**src/rtl/uart_tx_fifo.sv**
```systemverilog
// rtl/uart_tx_fifo.sv - byte FIFO feeding an 8N1/8N2 UART transmitter on TXpin.
// Define UART_TX_PARITY_EN to insert an even-parity bit (8E1/8E2 frames).
module uart_tx_fifo #(
    parameter int CLKS_PER_BIT = 36,
    parameter int FIFO_DEPTH   = 4,
    parameter int STOP_BITS    = 1
) (
    input  logic       clk,
    input  logic       reset,
    input  logic       wr,
    input  logic [7:0] din,
    output logic       full,
    output logic       empty,
    output logic       busy,
    output logic       ovf,
    output logic       TXpin
);

    localparam int PW = $clog2(FIFO_DEPTH);
    localparam int CW = PW + 1;
    localparam int TW = $clog2(CLKS_PER_BIT);
    localparam logic [TW-1:0] T_LAST    = TW'(CLKS_PER_BIT - 1);
    localparam logic [2:0]    STOP_LAST = 3'(STOP_BITS - 1);
    localparam logic [CW-1:0] DEPTH_C   = CW'(FIFO_DEPTH);

    typedef enum logic [2:0] {
        S_IDLE   = 3'd0,
        S_START  = 3'd1,
        S_DATA   = 3'd2,
`ifdef UART_TX_PARITY_EN
        S_PARITY = 3'd3,
`endif
        S_STOP   = 3'd4
    } state_t;

    logic [7:0]    fifo_mem [FIFO_DEPTH];
    logic [PW-1:0] head_q, head_d, tail_q, tail_d;
    logic [CW-1:0] count_q, count_d;
    logic          full_q, full_d, empty_q, empty_d, ovf_q, ovf_d;

    state_t        state_q, state_d;
    logic [TW-1:0] timer_q, timer_d;
    logic [2:0]    bit_idx_q, bit_idx_d;
    logic [7:0]    shift_q, shift_d;
    logic          tx_q, tx_d, busy_q, busy_d;
`ifdef UART_TX_PARITY_EN
    logic          parity_q, parity_d;
`endif

    logic pop;
    logic wr_accept;
    logic bit_done;

    always_comb begin
        state_d   = state_q;
        timer_d   = timer_q;
        bit_idx_d = bit_idx_q;
        shift_d   = shift_q;
        tx_d      = tx_q;
        pop       = 1'b0;
`ifdef UART_TX_PARITY_EN
        parity_d  = parity_q;
`endif
        bit_done  = (timer_q == T_LAST);
        if (state_q != S_IDLE) begin
            timer_d = bit_done ? '0 : timer_q + TW'(1);
        end

        case (state_q)
            S_IDLE: begin
                if (count_q != '0) begin
                    pop     = 1'b1;
                    state_d = S_START;
                    tx_d    = 1'b0;
                    timer_d = '0;
                    shift_d = fifo_mem[head_q];
`ifdef UART_TX_PARITY_EN
                    parity_d = ^fifo_mem[head_q];
`endif
                end
            end
            S_START: begin
                if (bit_done) begin
                    state_d   = S_DATA;
                    tx_d      = shift_q[0];
                    bit_idx_d = '0;
                end
            end
            S_DATA: begin
                if (bit_done) begin
                    if (bit_idx_q == 3'd7) begin
`ifdef UART_TX_PARITY_EN
                        state_d = S_PARITY;
                        tx_d    = parity_q;
`else
                        state_d   = S_STOP;
                        tx_d      = 1'b1;
                        bit_idx_d = '0;
`endif
                    end else begin
                        shift_d   = {1'b0, shift_q[7:1]};
                        tx_d      = shift_q[1];
                        bit_idx_d = bit_idx_q + 3'd1;
                    end
                end
            end
`ifdef UART_TX_PARITY_EN
            S_PARITY: begin
                if (bit_done) begin
                    state_d   = S_STOP;
                    tx_d      = 1'b1;
                    bit_idx_d = '0;
                end
            end
`endif
            S_STOP: begin
                // bit_idx counts stop bits here so 2-stop frames reuse the bit timer
                if (bit_done) begin
                    if (bit_idx_q == STOP_LAST) begin
                        if (count_q != '0) begin
                            pop     = 1'b1;
                            state_d = S_START;
                            tx_d    = 1'b0;
                            shift_d = fifo_mem[head_q];
`ifdef UART_TX_PARITY_EN
                            parity_d = ^fifo_mem[head_q];
`endif
                        end else begin
                            state_d = S_IDLE;
                            tx_d    = 1'b1;
                        end
                    end else begin
                        bit_idx_d = bit_idx_q + 3'd1;
                    end
                end
            end
            default: begin
                state_d = S_IDLE;
                tx_d    = 1'b1;
                timer_d = '0;
            end
        endcase

        busy_d = (state_d != S_IDLE);
    end

    // A same-edge pop frees a slot, so a write into a full FIFO still lands.
    always_comb begin
        wr_accept = wr && (!full_q || pop);
        ovf_d     = ovf_q | (wr && !wr_accept);
        head_d    = pop ? head_q + PW'(1) : head_q;
        tail_d    = wr_accept ? tail_q + PW'(1) : tail_q;
        case ({wr_accept, pop})
            2'b10:   count_d = count_q + CW'(1);
            2'b01:   count_d = count_q - CW'(1);
            default: count_d = count_q;
        endcase
        full_d  = (count_d == DEPTH_C);
        empty_d = (count_d == '0);
    end

    always_ff @(posedge clk) begin
        if (wr_accept) begin
            fifo_mem[tail_q] <= din;
        end
    end

    always_ff @(posedge clk or posedge reset) begin
        if (reset) begin
            head_q    <= '0;
            tail_q    <= '0;
            count_q   <= '0;
            full_q    <= 1'b0;
            empty_q   <= 1'b1;
            ovf_q     <= 1'b0;
            state_q   <= S_IDLE;
            timer_q   <= '0;
            bit_idx_q <= '0;
            shift_q   <= '0;
            tx_q      <= 1'b1;
            busy_q    <= 1'b0;
`ifdef UART_TX_PARITY_EN
            parity_q  <= 1'b0;
`endif
        end else begin
            head_q    <= head_d;
            tail_q    <= tail_d;
            count_q   <= count_d;
            full_q    <= full_d;
            empty_q   <= empty_d;
            ovf_q     <= ovf_d;
            state_q   <= state_d;
            timer_q   <= timer_d;
            bit_idx_q <= bit_idx_d;
            shift_q   <= shift_d;
            tx_q      <= tx_d;
            busy_q    <= busy_d;
`ifdef UART_TX_PARITY_EN
            parity_q  <= parity_d;
`endif
        end
    end

    assign full  = full_q;
    assign empty = empty_q;
    assign busy  = busy_q;
    assign ovf   = ovf_q;
    assign TXpin = tx_q;

endmodule
```
**config.mk**
```make
export PLATFORM = sky130hd
export DESIGN_NAME = uart_tx_fifo
export DESIGN_NICKNAME = d
export VERILOG_FILES = /design/src/rtl/uart_tx_fifo.sv
export SDC_FILE = /design/constraint.sdc
export NUM_CORES = 1
export LEC_CHECK = 0
export ABC_CLOCK_PERIOD_IN_PS = 3100
export BUFFER_PORTS_ARGS = -buffer_cell sky130_fd_sc_hd__buf_2
export CORE_MARGIN = 1.5
export CORE_UTILIZATION = 48
export DETAILED_ROUTE_END_ITERATION = 16
export GPL_TIMING_DRIVEN = 0
export PLACE_DENSITY_LB_ADDON = 0.15
export SLEW_MARGIN = 40
export SYNTH_ARGS = -nofsm -noshare
export SYNTH_HDL_FRONTEND = slang
export SYNTH_SLANG_ARGS = --single-unit
```
**constraint.sdc**
```tcl
create_clock -name clk -period 3.1 [get_ports clk]
set_clock_uncertainty 0.2 [all_clocks]
set_input_delay 0.62 -clock clk [delete_from_list [all_inputs] [get_ports clk]]
set_output_delay 0.62 -clock clk [all_outputs]
set_load 0.01 [all_outputs]
```
==> metrics <==
commonest register cell after synthesis=edfxtp_1; Core ar.=5991 um2; non-filler cells, final=329; Worst Setup Start Kind=flop; die extent in y=82.34 um; Skew-Pair Late Insertion Delay=about 340 ps; worst-margin pin slew=between 700 and 800 ps; CTS Buf Count=9; Avg WL per Cell=15.52 um; Lkg Pwr=~1.4 nW; maximum VDD drop=0.0004590 V; Worst path slowest cell=dfrtp_1; # IOs=16; WS Path Type=flop to flop; Synth area leaders=edfxtp_1 (32%), dfrtp_1 (25%), mux4_2 (6.0%); area fraction of the dominant cell type after synthesis=0.3180; via count=about 1800; initial antenna violation count=0; count of final setup violators=0; DP Worst Slack=89.32 ps; FFs w/ async S/R, synth=0.5000; Clock Path Buffers=2; CTS Sinks=64; Antenna diodes=0; setup ws final=between 100 and 150 ps; CTS Root Buffer Type=clkbuf_8; share of layout cells above drive strength 1=0.3268; Crit. Startpoint=state_q[0]; Die Footprint=approximately 6800 um2; reg2reg start=state_q[0]; Sequential Power Share=0.516; critical path arrival=3070 ps; Worst EP required=3180 ps; dpl cells=roughly 310; crit path time final=2983 ps; CP max stage delay=470 ps; first-pass GRT wire length=8459 um; DRT iter0 DRCs=approximately 110; CP delay by family, top=simple AND/OR/NAND/NOR gates; Hold Slack=165.3 ps; Synth top cells by count=edfxtp_1 (32), dfrtp_1 (30), mux2_2 (15); cts hold-fix bufs=0; H-Tree Depth=3; grt total ovfl=0; vias in the first global route=~1700; final-report max-slew violation count=0; Post-synth EDFFs=32; vias per cell=5.325; antenna-violating nets left=0; P per Cell Area=611.3 nW/um2; Synth Instances=217; # rows=28; Syn Nets=238; final wirelength=5106 um; Pint=0.001539 W; most common cell in the synthesized netlist=edfxtp_1; Clock Power Share=0.340; DR pass1 iterations=4; mapped cell area=3022 um2; Port Buffer Count=15; Buf/Inv on CP=3; Worst Path Max Fanout=7; MaxCap Viol Count=0; final weighted congestion in routability-driven placement=0.8028; critical path endpoint category=flop; CTS tree=done; largest net degree at the start of global routing=33; Layout fillers=467; die width=about 82 um; Slew Limit Headroom=0.4977; final net count=270; initial core utilization=0.5044; status=finished clean; DRC viols=0; Comb pwr share=0.144; Syn Area/Cell=13.92 um2; HPWL Detailed=3501 um; Reg clk slew, reported paths=80 ps; CP Cell Sequence=or3b_4 > o31ai_4 > nand2_2 > inv_1 > ha_1 > inv_1 > fa_1 > xor2_1 > nor2_1 > xor2_1 > buf_4 > nor2_1; switch share=0.2688; sequential area share after synthesis=0.5839; Yosys cell types=50; area leader, netlist=edfxtp_1; fmax=roughly 340 MHz; gr usage total=0.1770; switching pwr=between 0.0005 and 0.0006 W; Yosys reg bits=64; Tcrit/Tclk final=0.9623; worst min path class=input port to async pin; Hold Vio Cnt, Final=0; P&R area growth vs syn=13.95%; Yosys warning total=0
[final timing paths]
| path | endpoint | slack [ps] | depth (start not counted) |
|---|---|---|---|
| worst max-delay path | empty | 120 | 12 |
| worst min-delay path | tail_q[0] | 170 | 2 |
| worst max register to register | empty | 120 | 12 |
| worst min register to register | ovf | 270 | 1 |
| max in group asynchronous | shift_q[0] | 2100 | 2 |
| min in group clk | ovf | 270 | 1 |
[registers in the layout, summed over array words and instances, names as in the netlist, 2 cells and up]
name / cells
bit_idx_q: 3
timer_q: 6
fifo_mem: 32
shift_q: 8
count_q: 3
head_q: 2
tail_q: 2
state_q: 3
[kinds of logic after synthesis]
group                    share of synthesized area
flip-flops                                  0.5839
AND/OR/NAND/NOR                             0.1060
AO/OA/AOI/OAI                              0.07040
multiplexers                                0.1325
buffers and inverters                      0.02857
XOR/XNOR                                   0.03478
adder cells (fa/ha/maj)                    0.04389
[cell usage in the layout (no fill, tap or decap), types with 2 or more instances in the layout]
master      netlist  final
buf_2             3     18
inv_1            12     11
clkbuf_8          0      9
a21o_1            2      2
nor4_1            2      2
mux2i_1           4      4
clkbuf_1          3      3
dfstp_2           2      2
nand3b_1          2      2
nand3_1           3      3
mux4_2            8      8
nand2b_1          3      3
xor2_1            6      6
o21ai_0           8      8
nor3_1            2      2
edfxtp_1         32     32
clkinvlp_4        0      3
a31oi_1           2      2
o22ai_1           3      3
ha_1              9      9
nor2_1           12     12
and3_1            5      5
nand4_1           4      4
or3_1             2      2
dfrtp_1          30     30
nand2_1           7      6
buf_4             2      8
a21oi_1           3      3
mux2_2           15     15
or2_2             3      3
xnor2_1           6      6
inv_6             0      2
[what timing repair did]
item / CTS / global route
setup buffers: 0 / 6
gates resized for setup: 0 / 2
endpoints found under the setup margin: 0 / 2
[through the flow]
step,util,power (W),setup TNS [ps],area (um2)
floorplan,-,0.001299,0,3022
CTS,0.5664,0.002113,0,3393
global placement,0.5326,0.001381,0,3191
finish,0.5748,0.002105,0,3443
global route,0.5748,0.002222,-18.54,3443
detailed placement,0.5326,0.001395,0,3191
[per-layer routing]
layer  up-vias  GRT usage  part of all wire
li1        866          -                 -
met1       848     0.2294              0.49
met2        29     0.2691              0.47
met3         9    0.05495             0.036
met4         0    0.08644             0.012
met5         -          0                 0
[area by class of cell]
class	instances	area, um2	area share
clock buffer	9	123.9	0.03597
buffer	8	41.29	0.01199
multi-input combinational	133	1176	0.3416
sequential	64	1764	0.5124
clock inverter	7	78.83	0.02289
tap	75	93.84	0.02725
timing repair buffer	21	120.1	0.03488
inverter	12	45.04	0.01308
[power by group through the flow]
stage	logic, W	registers (W)	clock network, W
2_1_floorplan	0.000206	0.00109	0
3_3_place_gp	0.000279	0.00110	0
3_5_place_dp	0.000288	0.00111	0
4_1_cts	0.000289	0.00109	0.000735
5_1_grt	0.000344	0.00110	0.000776
6_report	0.000303	0.00109	0.000715
(Power assumes the default switching activity.)
